$ cat config.mk
export PLATFORM = sky130hd
export DESIGN_NAME = fpu_arbiter
export DESIGN_NICKNAME = d
export VERILOG_FILES = /design/src/rtl/fpu_pkg.sv /design/src/rtl/fpu_arbiter_rr_pick.sv /design/src/rtl/fpu_arbiter.sv
export SDC_FILE = /design/constraint.sdc
export NUM_CORES = 1
export LEC_CHECK = 0
export CORE_AREA = 2 2 221 223
export CTS_CLUSTER_DIAMETER = 50
export CTS_CLUSTER_SIZE = 28
export DETAILED_ROUTE_END_ITERATION = 10
export DIE_AREA = 0 0 223 225
export PLACE_DENSITY = 0.46
export SYNTH_ARGS = -nofsm -noshare
export SYNTH_HDL_FRONTEND = slang
export SYNTH_SLANG_ARGS = --single-unit
$ cat constraint.sdc
create_clock -name clock -period 6.3 [get_ports clock]
set_input_delay 1.26 -clock clock [delete_from_list [all_inputs] [get_ports clock]]
set_output_delay 1.26 -clock clock [all_outputs]
set_load 0.03 [all_outputs]
$ cat src/rtl/fpu_pkg.sv
// Shared types, command encodings and width helpers for the fpu and its arbiter.
package fpu_pkg;

   typedef enum logic [1:0] {
      IDLE    = 2'd0,
      ISSUE   = 2'd1,
      WAIT    = 2'd2,
      RESPOND = 2'd3
   } arb_state_t;

   localparam logic [1:0] CMD_ADD = 2'd0;
   localparam logic [1:0] CMD_SUB = 2'd1;
   localparam logic [1:0] CMD_MUL = 2'd2;
   localparam logic [1:0] CMD_DIV = 2'd3;

   // IEEE-754 field widths for the supported operand sizes
   function automatic int exp_width(input int bitness);
      case (bitness)
         16:      return 5;
         64:      return 11;
         default: return 8;
      endcase
   endfunction

   function automatic int mant_width(input int bitness);
      return bitness - exp_width(bitness) - 1;
   endfunction

   function automatic int index_width(input int n);
      return (n > 1) ? $clog2(n) : 1;
   endfunction

endpackage

$ cat src/rtl/fpu_arbiter_rr_pick.sv
// Round-robin picker: first asserted request after last_grant, wrapping around.
module rr_pick
   import fpu_pkg::*;
#(
   parameter int REQUESTERS = 4,
   parameter int INDEX_W    = index_width(REQUESTERS)
) (
   input  logic [REQUESTERS-1:0] req,
   input  logic [INDEX_W-1:0]    last_grant,
   output logic [REQUESTERS-1:0] onehot,
   output logic [INDEX_W-1:0]    index
);

   logic [31:0]        cand;
   logic [INDEX_W-1:0] ci;
   logic               found;

   always_comb begin
      onehot = '0;
      index  = '0;
      found  = 1'b0;
      cand   = '0;
      ci     = '0;
      for (int unsigned k = 1; k <= 32'(REQUESTERS); k++) begin
         cand = (32'(last_grant) + k) % 32'(REQUESTERS);
         ci   = INDEX_W'(cand);
         if (!found && req[ci]) begin
            found      = 1'b1;
            onehot[ci] = 1'b1;
            index      = ci;
         end
      end
   end

endmodule

$ cat src/rtl/fpu_arbiter.sv
// Shares a single fpu among REQUESTERS clients: round-robin accept, operand
// capture, restart pulse, bounded completion wait and result return.
module fpu_arbiter
   import fpu_pkg::*;
#(
   parameter int bitness      = 32,
   parameter int command_size = 2,
   parameter int REQUESTERS   = 4,
   parameter int TIMEOUT      = 64
) (
   input  logic                             clock,
   input  logic                             reset,
   input  logic [REQUESTERS-1:0]            req_valid,
   output logic [REQUESTERS-1:0]            req_ready,
   input  logic [REQUESTERS*bitness-1:0]    req_first,
   input  logic [REQUESTERS*bitness-1:0]    req_second,
   input  logic [REQUESTERS*bitness-1:0]    req_z,
   input  logic [REQUESTERS*command_size-1:0] req_command,
   output logic [REQUESTERS-1:0]            resp_valid,
   input  logic [REQUESTERS-1:0]            resp_ready,
   output logic [bitness-1:0]               resp_result,
   output logic                             resp_timeout,
   output logic                             fpu_start,
   output logic [bitness-1:0]               fpu_first,
   output logic [bitness-1:0]               fpu_second,
   output logic [bitness-1:0]               fpu_z,
   output logic [command_size-1:0]          fpu_command,
   input  logic [bitness-1:0]               fpu_result,
   input  logic                             fpu_done
);

   localparam int IW = index_width(REQUESTERS);
   localparam int CW = $clog2(TIMEOUT + 1);

   arb_state_t            state, next_state;
   logic [IW-1:0]         last_grant, grant, pick_index;
   logic [REQUESTERS-1:0] pick_onehot;
   logic [CW-1:0]         counter;
   logic [31:0]           op_base, cmd_base;
   logic                  accept, done_ok, timed_out, resp_hs;

   rr_pick #(
      .REQUESTERS(REQUESTERS),
      .INDEX_W   (IW)
   ) u_rr_pick (
      .req       (req_valid),
      .last_grant(last_grant),
      .onehot    (pick_onehot),
      .index     (pick_index)
   );

   // done is stale in the first WAIT cycle (counter still 0), so it only counts afterwards
   always_comb begin
      accept    = (state == IDLE) && (|req_valid);
      done_ok   = (state == WAIT) && (counter != '0) && fpu_done;
      timed_out = (state == WAIT) && (counter == CW'(TIMEOUT - 1));
      resp_hs   = (state == RESPOND) && resp_ready[grant];
      op_base   = 32'(pick_index) * 32'(bitness);
      cmd_base  = 32'(pick_index) * 32'(command_size);
   end

   always_ff @(posedge clock or negedge reset) begin
      if (!reset) state <= IDLE;
      else        state <= next_state;
   end

   always_comb begin
      next_state = state;
      case (state)
         IDLE:    if (accept) next_state = ISSUE;
         ISSUE:   next_state = WAIT;
         WAIT:    if (done_ok || timed_out) next_state = RESPOND;
         RESPOND: if (resp_hs) next_state = IDLE;
         default: next_state = IDLE;
      endcase
   end

   // req_ready is gated by reset so nothing is offered while reset is held
   always_comb begin
      req_ready  = '0;
      resp_valid = '0;
      fpu_start  = 1'b0;
      case (state)
         IDLE:    if (reset) req_ready = pick_onehot;
         ISSUE:   fpu_start = 1'b1;
         RESPOND: resp_valid = REQUESTERS'(1) << grant;
         default: ;
      endcase
   end

   always_ff @(posedge clock or negedge reset) begin
      if (!reset) begin
         last_grant   <= IW'(REQUESTERS - 1);
         grant        <= '0;
         counter      <= '0;
         fpu_first    <= '0;
         fpu_second   <= '0;
         fpu_z        <= '0;
         fpu_command  <= '0;
         resp_result  <= '0;
         resp_timeout <= 1'b0;
      end else begin
         if (accept) begin
            grant       <= pick_index;
            fpu_first   <= req_first[op_base +: bitness];
            fpu_second  <= req_second[op_base +: bitness];
            fpu_z       <= req_z[op_base +: bitness];
            fpu_command <= req_command[cmd_base +: command_size];
         end
         if (state == ISSUE) counter <= '0;
         if (state == WAIT) begin
            counter <= counter + 1'b1;
            if (done_ok) begin
               resp_result  <= fpu_result;
               resp_timeout <= 1'b0;
            end else if (timed_out) begin
               resp_result  <= '0;
               resp_timeout <= 1'b1;
            end
         end
         if (resp_hs) last_grant <= grant;
      end
   end

endmodule

==> run_summary.xml, run 1 <==
<?xml version="1.0" encoding="UTF-8"?>
<metrics>
  <group name="synth">
    <metric name="postSynthCellCount" unit="">876</metric>
    <metric name="synth_seq_area_share" unit="%">36.9</metric>
    <metric name="synth_seq_cells" unit="">144</metric>
    <metric name="syn_area" unit="um^2">9770</metric>
    <metric name="syn-mean-instance-area" unit="um^2">11.1</metric>
    <metric name="synth_largest_type_area_fraction" unit="%">36.4</metric>
    <metric name="syn_nets" unit="">1326</metric>
    <metric name="netlist.top_cell.by_area" unit="">sky130_fd_sc_hd__dfrtp_1</metric>
    <metric name="post_synth_main_area_contributors" unit="">sky130_fd_sc_hd__dfrtp_1 36%, sky130_fd_sc_hd__mux2i_1 30%, sky130_fd_sc_hd__a2bb2oi_1 8.8%, sky130_fd_sc_hd__o221ai_1 8.8%, sky130_fd_sc_hd__a22o_1 2.9%</metric>
    <metric name="yosys_warnings" unit="">0</metric>
    <metric name="post_synth_num_cell_types" unit="">40</metric>
  </group>
  <group name="worst_setup_path">
    <metric name="timing.critical_path.fanout_max" unit="">8</metric>
    <metric name="crit_path_start" unit="">req_valid[2]</metric>
    <metric name="critical_path.reg2reg.endpoint" unit="">fpu_first[29]</metric>
    <metric name="rr_worst_depth" unit="">8</metric>
    <metric name="worstSetupEndpointType" unit="">output port</metric>
    <metric name="reg2reg_slack" unit="ns">2.16</metric>
    <metric name="critPathRequiredTime" unit="ns">5.04</metric>
    <metric name="r2r-start" unit="">last_grant[0]</metric>
    <metric name="timing.critical_path.arrival" unit="ns">3.93</metric>
    <metric name="crit_type" unit="">in2out</metric>
    <metric name="start_kind" unit="">input pin</metric>
  </group>
  <group name="timing">
    <metric name="max_clock_freq" unit="GHz">0.193</metric>
    <metric name="grt_setup_unrepaired" unit="">false</metric>
    <metric name="worst_slew_pin_slew" unit="ns">0.927</metric>
    <metric name="final_clock_skew" unit="ns">0.00977</metric>
    <metric name="fin_crit" unit="ns">5.19</metric>
    <metric name="final-hold-violation-count" unit="">0</metric>
    <metric name="min_period_over_period" unit="%">82.4</metric>
    <metric name="final_count_of_pins_violating_max_slew" unit="">0</metric>
    <metric name="hold-worst-slack" unit="ns">0.497</metric>
    <metric name="report.final.setup_viol" unit="">0</metric>
    <metric name="timing.slew.headroom" unit="%">38.2</metric>
    <metric name="totalNegativeSetupSlack" unit="ns">0</metric>
  </group>
  <group name="clocking">
    <metric name="cts_num_sinks" unit="">144</metric>
    <metric name="clock_latency_on_the_worst_skew_pair" unit="ns">0.44</metric>
    <metric name="post_cts_resize_count" unit="">0</metric>
    <metric name="cts.path.max_buffers" unit="">2</metric>
    <metric name="htree_num_levels" unit="">4</metric>
    <metric name="cts_hold_repair.buffers" unit="">0</metric>
    <metric name="post_cts.repair.setup_buffers" unit="">0</metric>
    <metric name="cts.root.buffer_cell" unit="">sky130_fd_sc_hd__clkbuf_16</metric>
    <metric name="tritoncts" unit="">built</metric>
    <metric name="tritoncts.num_buffers" unit="">17</metric>
    <metric name="clkTransAtPathRegs" unit="ns">0.06</metric>
  </group>
  <group name="drt">
    <metric name="detail_route.first_pass.iterations" unit="">4</metric>
    <metric name="totalWireLength" unit="um">48500</metric>
    <metric name="avgViaCountPerCell" unit="">4.92</metric>
    <metric name="routed-via-count" unit="">9982</metric>
    <metric name="drtIter0Drc" unit="">442</metric>
    <metric name="drt-wirelength-per-cell" unit="um">23.9</metric>
    <metric name="drcViolationCount" unit="">0</metric>
    <metric name="ant_nets" unit="">0</metric>
  </group>
  <group name="min_path">
    <metric name="min_delay_path_depth" unit="">2</metric>
    <metric name="hold_path.class" unit="">reg2reg</metric>
    <metric name="worstHoldEndpoint" unit="">fpu_first[28]</metric>
    <metric name="min-delay-start" unit="">fpu_first[28]</metric>
  </group>
  <group name="final_layout">
    <metric name="final_core_util" unit="%">35.3</metric>
    <metric name="synthToLayoutAreaGrowth" unit="%">71.7</metric>
    <metric name="fraction_of_layout_cells_with_a_size_suffix_above_1" unit="%">4.67</metric>
    <metric name="number_of_filler_cells_placed_in_the_layout" unit="">4784</metric>
    <metric name="layout.nets" unit="">1849</metric>
    <metric name="area_taken_by_multi_input_logic_gates" unit="um^2">5810</metric>
    <metric name="final-seq-area" unit="um^2">3610</metric>
  </group>
  <group name="floorplanning">
    <metric name="core_area" unit="um^2">47500</metric>
    <metric name="io-pin-count" unit="">575</metric>
    <metric name="placementRows" unit="">80</metric>
    <metric name="initial_core_util" unit="%">20.5</metric>
    <metric name="die_area" unit="um^2">50200</metric>
    <metric name="dieWidth" unit="um">223</metric>
    <metric name="fp.dieH" unit="um">225</metric>
  </group>
  <group name="global_route">
    <metric name="antenna_found_initial" unit="">6</metric>
    <metric name="grt_pass1_vias" unit="">10500</metric>
    <metric name="wire_length_of_the_first_global_routing_pass" unit="um">70600</metric>
    <metric name="grt_start_max_net_pins" unit="">99</metric>
    <metric name="globalRoute.totalOverflow" unit="">0</metric>
    <metric name="grt_usage" unit="%">18.8</metric>
  </group>
  <group name="status">
    <metric name="status" unit="">finished, final reports clean</metric>
  </group>
  <group name="power">
    <metric name="power.ir.vdd_worst" unit="uV">397</metric>
    <metric name="total_leakage_power" unit="nW">7.30</metric>
    <metric name="power_density" unit="nW/um^2">525</metric>
  </group>
  <group name="placed_design">
    <metric name="place_congestion" unit="">0.815</metric>
    <metric name="dp_hpwl" unit="um">34900</metric>
    <metric name="number_of_buffer_cells_added_on_primary_ports" unit="">574</metric>
  </group>
  <group name="run">
    <metric name="drv_cap" unit="">0</metric>
  </group>
</metrics>
per-layer routing:
layer	global-route usage (%)	vias to the layer above	wire, um
li1	-	4571	-
met1	21.8	4912	19500
met2	32.4	440	23600
met3	6.18	55	4100
met4	6.82	4	1280
met5	0	-	26
area by class of cell:
cell class	instances	area share (%)
multi-input combinational	636	34.6
inverter	11	0.246
tap	615	4.59
clock inverter	14	1.14
antenna	2	0.0298
sequential	144	21.5
timing repair buffer	589	35.2
clock buffer	18	2.62
worst max path at each step:
stage | end | slack (ns) | cells after the start
final | req_ready[3] | 1.11 | 8
after global routing | req_ready[1] | 0.92 | 8
after CTS | req_ready[3] | 1.13 | 8
after detailed placement | req_ready[3] | 1.13 | 8
after global placement | req_ready[3] | 1.18 | 8
after floorplan | req_ready[0] | 2.32 | 7
synthesized netlist by cell type:
| cell type | instances |
|---|---|
| sky130_fd_sc_hd__nor3_1 | 3 |
| sky130_fd_sc_hd__clkbuf_1 | 59 |
| sky130_fd_sc_hd__o32ai_1 | 1 |
| sky130_fd_sc_hd__nor2b_1 | 2 |
| sky130_fd_sc_hd__a22oi_1 | 4 |
| sky130_fd_sc_hd__o21ai_1 | 1 |
| sky130_fd_sc_hd__mux2_2 | 4 |
| sky130_fd_sc_hd__inv_1 | 11 |
| sky130_fd_sc_hd__dfrtp_1 | 142 |
| sky130_fd_sc_hd__o31ai_1 | 1 |
| sky130_fd_sc_hd__nor2_1 | 17 |
| sky130_fd_sc_hd__or2_1 | 1 |
| sky130_fd_sc_hd__o32a_1 | 1 |
| sky130_fd_sc_hd__o21ai_0 | 8 |
| sky130_fd_sc_hd__buf_6 | 4 |
| sky130_fd_sc_hd__o211ai_1 | 1 |
| sky130_fd_sc_hd__buf_2 | 16 |
| sky130_fd_sc_hd__or2_2 | 2 |
| sky130_fd_sc_hd__buf_1 | 6 |
| sky130_fd_sc_hd__nand4_1 | 1 |
| sky130_fd_sc_hd__ha_1 | 15 |
| sky130_fd_sc_hd__dfstp_2 | 2 |
| sky130_fd_sc_hd__mux4_2 | 3 |
| sky130_fd_sc_hd__o221ai_1 | 98 |
| sky130_fd_sc_hd__a21oi_1 | 4 |
| sky130_fd_sc_hd__and2_1 | 1 |
| sky130_fd_sc_hd__o22ai_1 | 3 |
| sky130_fd_sc_hd__nand2_1 | 15 |
| sky130_fd_sc_hd__or3_1 | 3 |
| sky130_fd_sc_hd__nor4_1 | 1 |
| sky130_fd_sc_hd__and3_1 | 1 |
| sky130_fd_sc_hd__nand3_1 | 5 |
| sky130_fd_sc_hd__a2bb2oi_1 | 98 |
| sky130_fd_sc_hd__a22o_1 | 32 |
| sky130_fd_sc_hd__a31oi_1 | 3 |
| sky130_fd_sc_hd__xor2_1 | 1 |
| sky130_fd_sc_hd__nand2b_1 | 2 |
| sky130_fd_sc_hd__a221oi_1 | 4 |
| sky130_fd_sc_hd__nor3b_1 | 3 |
| sky130_fd_sc_hd__mux2i_1 | 297 |
per-stage QoR:
step / cell area (um^2) / std cells / total power (W) / setup slack [ns]
2_1_floorplan: 9770 / 876 / 0.00560 / 2.32
3_3_place_gp: 16100 / 1995 / 0.00776 / 1.18
3_5_place_dp: 16100 / 1995 / 0.00778 / 1.13
4_1_cts: 16800 / 2027 / 0.00897 / 1.13
5_1_grt: 16800 / 2028 / 0.00936 / 0.922
6_report: 16800 / 2029 / 0.00881 / 1.11
worst max-delay path, cell delays in order:
cell                              delay [ns]
sky130_fd_sc_hd__clkdlybuf4s50_1        0.54
sky130_fd_sc_hd__mux4_2                 0.56
sky130_fd_sc_hd__nor2b_1                0.43
sky130_fd_sc_hd__a22oi_1                0.14
sky130_fd_sc_hd__nor2_1                 0.12
sky130_fd_sc_hd__a221oi_1               0.06
sky130_fd_sc_hd__nor2_1                 0.14
sky130_fd_sc_hd__clkdlybuf4s50_1        0.68
registers in the layout, summed over array words and instances, names as in the netlist:
register / flops
fpu_first: 32
fpu_z: 32
resp_result: 32
resp_timeout: 1
last_grant: 2
fpu_command: 2
counter: 7
grant: 2
fpu_second: 32
state: 2
cells in the final DEF (no fill, tap or decap), types with 8 or more instances in the layout:
cell and n:
sky130_fd_sc_hd__nor2_1 15, sky130_fd_sc_hd__mux2i_1 297, sky130_fd_sc_hd__o221ai_1 98, sky130_fd_sc_hd__clkdlybuf4s50_1 573, sky130_fd_sc_hd__inv_1 11, sky130_fd_sc_hd__clkbuf_16 17
sky130_fd_sc_hd__o21ai_0 8, sky130_fd_sc_hd__ha_1 15, sky130_fd_sc_hd__dfrtp_1 142, sky130_fd_sc_hd__a22o_1 32, sky130_fd_sc_hd__buf_4 11, sky130_fd_sc_hd__a2bb2oi_1 98
sky130_fd_sc_hd__nand2_1 14
power by group:
part           switching [W]  total (W)  internal (W)  leakage (nW)
logic                0.00327    0.00601       0.00274          5.19
clock network       0.000495    0.00114      0.000650         0.311
registers           0.000283    0.00166       0.00137          1.80
total                0.00405    0.00881       0.00476          7.30
cells by family after synthesis:
logic type	after synthesis	share of synthesized area, %
compound gates	259	22.5
simple gates	57	2.77
xor+xnor	1	0.0897
buf+inv	96	4.20
flops	144	36.9
fa+ha+maj	15	1.92
mux	304	31.6
Note: power is estimated with default switching activity, not from simulation.
==> run 2, diff against run 1 <==
--- a/config.mk
+++ b/config.mk
@@ -5,12 +5,12 @@
 export SDC_FILE = /design/constraint.sdc
 export NUM_CORES = 1
 export LEC_CHECK = 0
-export CORE_AREA = 2 2 221 223
+export CORE_AREA = 2 2 223 225
 export CTS_CLUSTER_DIAMETER = 50
 export CTS_CLUSTER_SIZE = 28
 export DETAILED_ROUTE_END_ITERATION = 10
-export DIE_AREA = 0 0 223 225
-export PLACE_DENSITY = 0.46
+export DIE_AREA = 0 0 225 227
+export PLACE_DENSITY = 0.45
 export SYNTH_ARGS = -nofsm -noshare
 export SYNTH_HDL_FRONTEND = slang
 export SYNTH_SLANG_ARGS = --single-unit
==> constraint.sdc (replaced) <==
create_clock -name clock -period 5.35 [get_ports clock]
set_input_delay 1.07 -clock clock [delete_from_list [all_inputs] [get_ports clock]]
set_output_delay 1.07 -clock clock [all_outputs]
set_load 0.03 [all_outputs]
==> run_summary.xml, run 2 (same netlist as run 1, synthesis figures left out) <==
<?xml version="1.0" encoding="UTF-8"?>
<metrics>
  <group name="status">
    <metric name="status" unit="">finished, final reports clean</metric>
  </group>
  <group name="global_route">
    <metric name="global_route.peak_usage_layer" unit="">met2</metric>
    <metric name="globalRoute.totalOverflow" unit="">0</metric>
    <metric name="wire_length_of_the_first_global_routing_pass" unit="um">69300</metric>
    <metric name="grt_start_max_net_pins" unit="">99</metric>
    <metric name="grt_usage" unit="%">18.2</metric>
    <metric name="antenna_found_initial" unit="">4</metric>
    <metric name="grt_pass1_vias" unit="">10700</metric>
    <metric name="groute.layer.met2.usage" unit="%">32.0</metric>
    <metric name="grt_use_met3" unit="%">6.31</metric>
    <metric name="grt_use_met1" unit="%">20.8</metric>
  </group>
  <group name="worst_setup_path">
    <metric name="timing.critical_path.arrival" unit="ns">3.74</metric>
    <metric name="path_delay_family" unit="">buffers and inverters</metric>
    <metric name="timing.critical_path.fanout_max" unit="">8</metric>
    <metric name="critical_path.max_stage_delay" unit="ns">0.67</metric>
    <metric name="crit_type" unit="">in2out</metric>
    <metric name="critical_path.reg2reg.endpoint" unit="">fpu_command[1]</metric>
    <metric name="cp_cell_sequence" unit="">clkdlybuf4s50_1 &gt; mux4_2 &gt; nor2b_1 &gt; a22oi_1 &gt; nor2_1 &gt; a221oi_1 &gt; nor2_1 &gt; clkdlybuf4s50_1</metric>
    <metric name="r2r-start" unit="">last_grant[0]</metric>
    <metric name="worstSetupEndpointType" unit="">output port</metric>
    <metric name="rr_worst_depth" unit="">9</metric>
    <metric name="crit_path_start" unit="">req_valid[1]</metric>
    <metric name="critical_path_buf_inv_count" unit="">2</metric>
    <metric name="cp_slowest_cell" unit="">sky130_fd_sc_hd__clkdlybuf4s50_1</metric>
    <metric name="start_kind" unit="">input pin</metric>
    <metric name="reg2reg_slack" unit="ns">1.52</metric>
    <metric name="critPathRequiredTime" unit="ns">4.28</metric>
  </group>
  <group name="placed_design">
    <metric name="dp_hpwl" unit="um">34200</metric>
    <metric name="pre_cts_slack" unit="ns">0.545</metric>
    <metric name="place_congestion" unit="">0.768</metric>
    <metric name="number_of_buffer_cells_added_on_primary_ports" unit="">574</metric>
  </group>
  <group name="clocking">
    <metric name="post_cts.repair.setup_buffers" unit="">0</metric>
    <metric name="clkTransAtPathRegs" unit="ns">0.07</metric>
    <metric name="post_cts_resize_count" unit="">0</metric>
    <metric name="cts_hold_repair.buffers" unit="">0</metric>
    <metric name="cts.root.buffer_cell" unit="">sky130_fd_sc_hd__clkbuf_16</metric>
    <metric name="htree_num_levels" unit="">4</metric>
    <metric name="cts.path.max_buffers" unit="">2</metric>
    <metric name="clock_latency_on_the_worst_skew_pair" unit="ns">0.45</metric>
    <metric name="tritoncts" unit="">built</metric>
    <metric name="tritoncts.num_buffers" unit="">17</metric>
    <metric name="cts_num_sinks" unit="">144</metric>
  </group>
  <group name="floorplanning">
    <metric name="die_area" unit="um^2">51100</metric>
    <metric name="dieWidth" unit="um">225</metric>
    <metric name="io-pin-count" unit="">575</metric>
    <metric name="initial_core_util" unit="%">20.1</metric>
    <metric name="fp.dieH" unit="um">227</metric>
    <metric name="placementRows" unit="">81</metric>
    <metric name="core_area" unit="um^2">48500</metric>
  </group>
  <group name="drt">
    <metric name="drt-wirelength-per-cell" unit="um">23.6</metric>
    <metric name="drtIter0Drc" unit="">448</metric>
    <metric name="detail_route.first_pass.iterations" unit="">5</metric>
    <metric name="routed-via-count" unit="">9956</metric>
    <metric name="ant_nets" unit="">0</metric>
    <metric name="avgViaCountPerCell" unit="">4.87</metric>
    <metric name="totalWireLength" unit="um">48200</metric>
    <metric name="drcViolationCount" unit="">0</metric>
  </group>
  <group name="run">
    <metric name="drv_cap" unit="">0</metric>
  </group>
  <group name="timing">
    <metric name="worst_slew_pin_slew" unit="ns">1.09</metric>
    <metric name="timing.slew.headroom" unit="%">27.4</metric>
    <metric name="report.final.setup_viol" unit="">0</metric>
    <metric name="min_period_over_period" unit="%">90.0</metric>
    <metric name="hold-worst-slack" unit="ns">0.497</metric>
    <metric name="final_count_of_pins_violating_max_slew" unit="">0</metric>
    <metric name="final-hold-violation-count" unit="">0</metric>
    <metric name="fin_crit" unit="ns">4.81</metric>
    <metric name="final_clock_skew" unit="ns">0.0117</metric>
    <metric name="max_clock_freq" unit="GHz">0.208</metric>
    <metric name="grt_setup_unrepaired" unit="">false</metric>
    <metric name="totalNegativeSetupSlack" unit="ns">0</metric>
    <metric name="worst_slack" unit="ns">0.535</metric>
  </group>
  <group name="final_layout">
    <metric name="layout.nets" unit="">1854</metric>
    <metric name="final_cell_mix" unit="">573 x sky130_fd_sc_hd__clkdlybuf4s50_1, 297 x sky130_fd_sc_hd__mux2i_1, 142 x sky130_fd_sc_hd__dfrtp_1</metric>
    <metric name="final_core_util" unit="%">34.6</metric>
    <metric name="number_of_filler_cells_placed_in_the_layout" unit="">4905</metric>
    <metric name="leading_cell_type_in_the_layout_fill_and_taps_excluded" unit="">sky130_fd_sc_hd__clkdlybuf4s50_1</metric>
    <metric name="synthToLayoutAreaGrowth" unit="%">72.1</metric>
    <metric name="fraction_of_layout_cells_with_a_size_suffix_above_1" unit="%">5.01</metric>
  </group>
  <group name="power">
    <metric name="power.ir.vdd_worst" unit="uV">593</metric>
    <metric name="power_density" unit="nW/um^2">618</metric>
    <metric name="total_leakage_power" unit="nW">7.32</metric>
  </group>
  <group name="min_path">
    <metric name="min_delay_path_depth" unit="">2</metric>
    <metric name="min-delay-start" unit="">fpu_z[17]</metric>
    <metric name="worstHoldEndpoint" unit="">fpu_z[17]</metric>
    <metric name="hold_path.class" unit="">reg2reg</metric>
  </group>
</metrics>
run 2: changes by cell type in the layout (fill, tap and decap cells not counted), sizes merged:
cell / previous run / this run
clkbuf: 18 / 17
buf: 16 / 21
diode: 2 / 5
inv: 20 / 21
clkinv: 2 / 5
bufinv: 3 / 0
run 2: power breakdown:
part           internal, W  switching, W  leakage, nW
clock             0.000638      0.000633        0.299
combinational      0.00330       0.00388         5.22
sequential         0.00162      0.000336         1.80
run 2: cell type report:
class / count / area (um^2) / area share [%]
Clock buffer: 17 / 425 / 2.53
Multi-Input combinational cell: 636 / 5810 / 34.6
Antenna cell: 5 / 12.5 / 0.0744
Inverter: 11 / 41.3 / 0.246
Clock inverter: 15 / 181 / 1.08
Sequential cell: 144 / 3610 / 21.4
Tap cell: 622 / 778 / 4.63
Timing Repair Buffer: 594 / 5960 / 35.4
run 2: tightest hold or removal path, stage by stage (launching register included):
cell	delay [ns]
sky130_fd_sc_hd__dfrtp_1	0.34
sky130_fd_sc_hd__a2bb2oi_1	0.06
sky130_fd_sc_hd__o221ai_1	0.06
run 2: metrics by stage:
stage | total power, W | instance area [um^2] | instances
final | 0.0104 | 16800 | 2044
after floorplan | 0.00659 | 9770 | 876
after global routing | 0.0110 | 16800 | 2043
after detailed placement | 0.00925 | 16200 | 2007
after CTS | 0.0106 | 16800 | 2039
after global placement | 0.00920 | 16200 | 2007
run 2: worst max path at each step:
stage	slack [ns]	cells past startpoint	end
2_1_floorplan	1.75	7	req_ready[0]
3_3_place_gp	0.63	8	req_ready[2]
3_5_place_dp	0.54	8	req_ready[2]
4_1_cts	0.54	8	req_ready[2]
5_1_grt	0.36	8	req_ready[3]
6_report	0.54	8	req_ready[2]
run 2: routing by layer:
layer / share of wire [%] / wire (um)
met1: 40 / 19300
met2: 49 / 23700
met3: 9.0 / 4360
met4: 1.9 / 923
met5: 0 / 0
